--- config.mk ---
export PLATFORM = sky130hd
export DESIGN_NAME = mcs_bridge_seq
export DESIGN_NICKNAME = d
export VERILOG_FILES = /design/src/rtl/mcs_bridge_seq.sv
export SDC_FILE = /design/constraint.sdc
export NUM_CORES = 1
export LEC_CHECK = 0
export ABC_AREA = 1
export CAP_MARGIN = 25
export CELL_PAD_IN_SITES_DETAIL_PLACEMENT = 0
export CELL_PAD_IN_SITES_GLOBAL_PLACEMENT = 1
export CORE_MARGIN = 8
export CORE_UTILIZATION = 32
export CTS_BUF_LIST = sky130_fd_sc_hd__clkbuf_16
export DETAILED_ROUTE_END_ITERATION = 6
export HOLD_SLACK_MARGIN = 0.02
export PLACE_DENSITY_LB_ADDON = 0.15
export SKIP_LAST_GASP = 1
export SLEW_MARGIN = 10
export SYNTH_ARGS = -nofsm -noshare
export SYNTH_HDL_FRONTEND = slang
export SYNTH_SLANG_ARGS = --single-unit
--- constraint.sdc ---
create_clock -name clk -period 3.5 [get_ports clk]
set_clock_uncertainty 0.2 [all_clocks]
set_input_delay 0.7 -clock clk [delete_from_list [all_inputs] [get_ports clk]]
set_output_delay 0.7 -clock clk [all_outputs]
set_load 0.03 [all_outputs]
--- src/rtl/mcs_bridge_seq.sv ---
// Registered MicroBlaze-MCS IO-bus to FPro-bus bridge.
// Decodes the bridge window and selects one of N_SLOT sub-buses. Each
// request becomes a single FPro write or read pulse. Reads wait RD_LAT
// cycles before the data is captured. Every request ends with a
// one-cycle io_ready completion.
module mcs_bridge_seq #(
    parameter logic [31:0] BRG_BASE = 32'h4000_0000,
    parameter int          N_SLOT   = 2,
    parameter int          ADDR_W   = 21,
    parameter int          RD_LAT   = 1
) (
    input  logic              clk,
    input  logic              reset_n,
    input  logic              io_rd_strobe,
    input  logic              io_wr_strobe,
    input  logic [3:0]        io_byte_enable,
    input  logic [29:0]       io_address,
    input  logic [31:0]       io_write_data,
    output logic [31:0]       io_read_data,
    output logic              io_ready,
    output logic [N_SLOT-1:0] fp_cs,
    output logic              fp_wr,
    output logic              fp_rd,
    output logic [ADDR_W-1:0] fp_addr,
    output logic [3:0]        fp_be,
    output logic [31:0]       fp_wr_data,
    input  logic [31:0]       fp_rd_data,
    input  logic              err_clr,
    output logic [1:0]        err
);

    localparam int SLOT_W = $clog2(N_SLOT);
    localparam int CAP_W  = ADDR_W + SLOT_W;
    // Wait-counter preload; only meaningful when RD_LAT > 0.
    localparam logic [2:0] LAT_M1 = (RD_LAT > 0) ? 3'(RD_LAT - 1) : 3'd0;

    typedef enum logic [2:0] {IDLE, WR, RD, RWAIT, DONE} state_t;

    state_t            state_q, state_d;
    logic [CAP_W-1:0]  addr_q, addr_d;
    logic [31:0]       wdata_q, wdata_d;
    logic [3:0]        be_q, be_d;
    logic [2:0]        cnt_q, cnt_d;
    logic [31:0]       rdata_q, rdata_d;
    logic [1:0]        err_q, err_d;
    logic [N_SLOT-1:0] cs_q, cs_d;
    logic              wr_q, rd_q, ready_q;

    logic              hit;
    logic              any_strobe;
    logic [1:0]        err_set;
    logic [SLOT_W-1:0] slot_d;
    logic [N_SLOT-1:0] onehot_d;
    logic [29:0]       unused_addr;

    // The upper address bits are only compared, never stored.
    assign unused_addr = io_address;
    assign hit         = (io_address[29:22] == BRG_BASE[31:24]);
    assign any_strobe  = io_rd_strobe | io_wr_strobe;
    assign slot_d      = addr_d[ADDR_W +: SLOT_W];

    // One-hot select for the slot of the request being (or about to be) served.
    generate
        for (genvar gi = 0; gi < N_SLOT; gi++) begin : g_cs
            assign onehot_d[gi] = (slot_d == SLOT_W'(gi));
        end
    endgenerate

    // Next-state, request capture, read-data capture and error-set logic.
    always_comb begin
        state_d = state_q;
        addr_d  = addr_q;
        wdata_d = wdata_q;
        be_d    = be_q;
        cnt_d   = cnt_q;
        rdata_d = rdata_q;
        err_set = 2'b00;
        case (state_q)
            IDLE: begin
                if (any_strobe) begin
                    addr_d  = io_address[CAP_W-1:0];
                    wdata_d = io_write_data;
                    be_d    = io_byte_enable;
                    // A write beats a simultaneous read. The dropped read is an overlap.
                    if (io_rd_strobe && io_wr_strobe) begin
                        err_set[1] = 1'b1;
                    end
                    if (!hit) begin
                        err_set[0] = 1'b1;
                        state_d    = DONE;
                        if (!io_wr_strobe) begin
                            rdata_d = 32'h0000_0000;
                        end
                    end else if (io_wr_strobe) begin
                        state_d = WR;
                    end else begin
                        state_d = RD;
                    end
                end
            end
            WR: begin
                state_d = DONE;
            end
            RD: begin
                if (RD_LAT == 0) begin
                    rdata_d = fp_rd_data;
                    state_d = DONE;
                end else begin
                    cnt_d   = LAT_M1;
                    state_d = RWAIT;
                end
            end
            RWAIT: begin
                if (cnt_q == 3'd0) begin
                    rdata_d = fp_rd_data;
                    state_d = DONE;
                end else begin
                    cnt_d = cnt_q - 3'd1;
                end
            end
            DONE: begin
                state_d = IDLE;
            end
            default: begin
                state_d = IDLE;
            end
        endcase
        // Any strobe outside IDLE, including the io_ready cycle, is an overlap.
        if (state_q != IDLE && any_strobe) begin
            err_set[1] = 1'b1;
        end
        // A set event in the same cycle as err_clr wins.
        err_d = (err_clr ? 2'b00 : err_q) | err_set;
        cs_d  = (state_d == WR || state_d == RD || state_d == RWAIT) ? onehot_d : '0;
    end

    // State, captured request and registered bus outputs.
    always_ff @(posedge clk or negedge reset_n) begin
        if (!reset_n) begin
            state_q <= IDLE;
            addr_q  <= '0;
            wdata_q <= '0;
            be_q    <= '0;
            cnt_q   <= '0;
            rdata_q <= '0;
            err_q   <= '0;
            cs_q    <= '0;
            wr_q    <= 1'b0;
            rd_q    <= 1'b0;
            ready_q <= 1'b0;
        end else begin
            state_q <= state_d;
            addr_q  <= addr_d;
            wdata_q <= wdata_d;
            be_q    <= be_d;
            cnt_q   <= cnt_d;
            rdata_q <= rdata_d;
            err_q   <= err_d;
            cs_q    <= cs_d;
            wr_q    <= (state_d == WR);
            rd_q    <= (state_d == RD);
            ready_q <= (state_d == DONE);
        end
    end

    assign io_read_data = rdata_q;
    assign io_ready     = ready_q;
    assign fp_cs        = cs_q;
    assign fp_wr        = wr_q;
    assign fp_rd        = rd_q;
    assign fp_addr      = addr_q[ADDR_W-1:0];
    assign fp_be        = be_q;
    assign fp_wr_data   = wdata_q;
    assign err          = err_q;

endmodule
==> results.ini <==
[sta]
whs_ns = 0.2001
hold_viol_final = 0
rsz0062_at_grt = false
min_period_ns = 2.527
worst_pin_slew_ns = 0.7392
fin_worst_setup_slack_ns = 0.9728
min_period_over_period_pct = 72.20
final-setup-viol-count = 0
tns_ns = 0
achievable-frequency_mhz = 395.7
report.final.slew_viol_count = 0
timing.slew.headroom_pct = 50.60

[logic_synthesis]
ys_top_cells_by_area = sky130_fd_sc_hd__dfrtp_1, sky130_fd_sc_hd__nand2_1, sky130_fd_sc_hd__buf_4, sky130_fd_sc_hd__inv_1, sky130_fd_sc_hd__nand3_1
postSynthAreaPerCell_um2 = 8.207
ys.warnings.count = 0
synthCells = 547
synthesis.area_um2 = 4489
yosysTopAreaCellShare_pct = 57.41
post-synth-top-area-cell = sky130_fd_sc_hd__dfrtp_1
yosys.cell_count.top_type = sky130_fd_sc_hd__nand2_1
synth_flop_cell = sky130_fd_sc_hd__dfrtp_1
synthTopCellsByCount = sky130_fd_sc_hd__nand2_1, sky130_fd_sc_hd__dfrtp_1, sky130_fd_sc_hd__inv_1
post_synthesis_register_bit_count = 103
synth_edf_count = 0
synth_fp_nets = 652
synth.lib_cells_used.distinct = 22
synth_sequential_area_ratio_pct = 57.41
fraction_of_registers_with_async_set_or_reset_after_synthesis_pct = 100.0

[finish]
insertedDiodeCount = 0
syn2layout_area_growth_pct = 49.16
seq_area_um2 = 2577
utilization_pct = 48.62
finish.instance_area_um2 = 6696
layout-drive-gt1-share_pct = 3.056
multi_input_area_um2 = 1418
fillerInstances = 1369
post_layout_nonfiller_instances = 900
nets_final = 821

[worst_setup_path]
crit_path_end_kind = flip-flop
worst_path_max_delay_cell = sky130_fd_sc_hd__clkdlybuf4s50_1
setup.worst_path.end = io_read_data[13]
reg2reg_depth = 8
regToRegSetupSlack_ns = 1.28
critical-path-max-stage-delay_ns = 0.52
crit-reg2reg-launch = state_q[0]
criticalPathCategory = in2reg
cp_max_fo = 33
crit-reg2reg-capture = io_read_data[13]
cp_data_arrival_time_ns = 2.56
required_ns = 3.53
worst_setup_path_startpoint = io_wr_strobe
stages_on_worst_setup_path = 8
cp_num_buf_inv = 1
crit_family = simple AND/OR/NAND/NOR gates
startpoint_type = input pin
path_cells = clkdlybuf4s50_1 > nor2_1 > nor2_4 > nand2_2 > nand2_4 > nand2_4 > nand2_1 > nand2_1

[detailed_routing]
drt-vias-per-instance = 4.304
detail-route-antenna-nets = 0
drt_wl_total_um = 13060
routed_len_inst_um = 14.51
post-route-drc-count = 0
vias = 3874
drt-pass1-iter-count = 4
count_of_routing_violations_after_the_opening_detailed_route_iteration = 179

[die]
placementRows = 43
placeableCoreArea_um2 = 13770
ioPinCount = 199
initial_utilization_pct = 32.59
fp.dieH_um = 134.4
die_area_um2 = 18080
die-width_um = 134.4

[placement]
hpwl_um = 9706
dpl_cell_area_um2 = 6449
place.detailed.instances = 885
io_buffers = 198
place_congestion = 0.7044
pre_cts_ws_ns = 0.5865

[power_and_ir_drop]
power.switching_fraction_pct = 41.32
power.share.clock_pct = 17.9
power.density_nw_per_um2 = 730.6
p_int_mw = 2.871
power.switching_mw = 2.022
combPwrFrac_pct = 46.6
p_seq_share_pct = 35.5
leakage_nw = 3.444
report.power.total_mw = 4.892
vdd_ir_drop_max_mv = 0.3927

[cts]
clkSlewWorstSetupHoldPaths_ns = 0.07
clock_sinks = 103
holdBufCountCts = 0
clock_tree.htree_level_count = 3
post-cts-setup-buffer-count = 0
ctsResizeCount = 0
library_cell_used_as_clock_root_buffer = sky130_fd_sc_hd__clkbuf_16
cts.path.max_buffers = 2
clkLatencyLatePin_ns = 0.34
cts_tree = done
cts_buffers = 9

[global_routing]
grt_pass1_wl_um = 20950
grt_start_max_net_pins = 54
number_of_antenna_violations_at_the_first_check_in_global_routing = 0
grt_util_all_layers_pct = 14.55
via_count_of_the_first_global_routing_pass = 4018
grt-ovfl-total = 0

[run]
drv_cap = 0

[run_status]
run_status = finished, final reports clean

[min_path]
worstHoldPathType = in2async

power by group through the flow:
stage               combinational, mW  clock [mW]  sequential (mW)
floorplan                        1.04           0             2.19
global placement                 2.31           0             1.75
detailed placement               2.32           0             1.76
CTS                              2.33       0.912             1.74
global route                     2.46       0.961             1.79
finish                           2.28       0.877             1.74
per-layer routing:
layer / global-route usage [%] / wire, um / vias to the layer above
li1: - / - / 1948
met2: 24.12 / 6321 / 124
met1: 17.05 / 5501 / 1791
met4: 5.240 / 162 / 0
met5: 0 / 0 / -
met3: 5.049 / 1070 / 11
area by class of cell:
class                   count  share of cell area (%)
clock inverters             6                  0.3363
multi-input cells         347                   21.17
inverters                  52                   2.915
clock buffers               9                   3.363
repair buffers            203                   30.36
flip-flops and latches    103                   38.49
well taps                 180                   3.363
cell usage in the layout, fill, tap and decap left out:
cell,Yosys,layout
sky130_fd_sc_hd__nand4_1,1,1
sky130_fd_sc_hd__nand2_2,2,2
sky130_fd_sc_hd__buf_6,3,1
sky130_fd_sc_hd__clkbuf_16,0,9
sky130_fd_sc_hd__ha_1,2,2
sky130_fd_sc_hd__nand2_4,2,2
sky130_fd_sc_hd__nor3_1,1,1
sky130_fd_sc_hd__nand2_1,251,251
sky130_fd_sc_hd__nor2_4,1,1
sky130_fd_sc_hd__inv_1,50,53
sky130_fd_sc_hd__nand3_1,34,34
sky130_fd_sc_hd__buf_12,0,1
sky130_fd_sc_hd__o22ai_1,1,1
sky130_fd_sc_hd__clkinv_1,0,3
sky130_fd_sc_hd__clkdlybuf4s50_1,0,197
sky130_fd_sc_hd__o211ai_1,1,1
sky130_fd_sc_hd__xor2_1,1,1
sky130_fd_sc_hd__dfrtp_1,103,103
sky130_fd_sc_hd__inv_2,2,2
sky130_fd_sc_hd__o21ai_0,6,6
sky130_fd_sc_hd__a31oi_1,2,2
sky130_fd_sc_hd__buf_4,27,4
sky130_fd_sc_hd__nor2_1,42,42
flip-flops by register name, indices dropped and copies added, names as in the netlist:
signal,cells
err,2
io_read_data,32
io_ready,1
cnt_q,3
fp_rd,1
fp_be,4
fp_wr_data,32
state_q,3
fp_wr,1
addr_q,22
fp_cs,2
kinds of logic (layout without fill, tap and decap cells):
kind of cell | Yosys count | after routing | share of synthesized area (%)
AO/OA/AOI/OAI | 10 | 10 | 1.254
XOR/XNOR | 1 | 1 | 0.1951
adder cells (fa/ha/maj) | 2 | 2 | 0.5573
buffers and inverters | 97 | 270 | 11.01
flip-flops | 103 | 103 | 57.41
AND/OR/NAND/NOR | 334 | 334 | 29.57
how the worst min path moves through the flow:
stage / to / from / slack (ns)
6_report: io_read_data[24] / reset_n / 0.20
5_1_grt: io_read_data[24] / reset_n / 0.24
4_1_cts: io_read_data[24] / reset_n / 0.23
3_5_place_dp: fp_wr_data[27] / fp_wr_data[27] / 0.26
3_3_place_gp: addr_q[13] / addr_q[13] / 0.25
2_1_floorplan: addr_q[0] / reset_n / 0.20
Power figures use the tool's default switching activity.
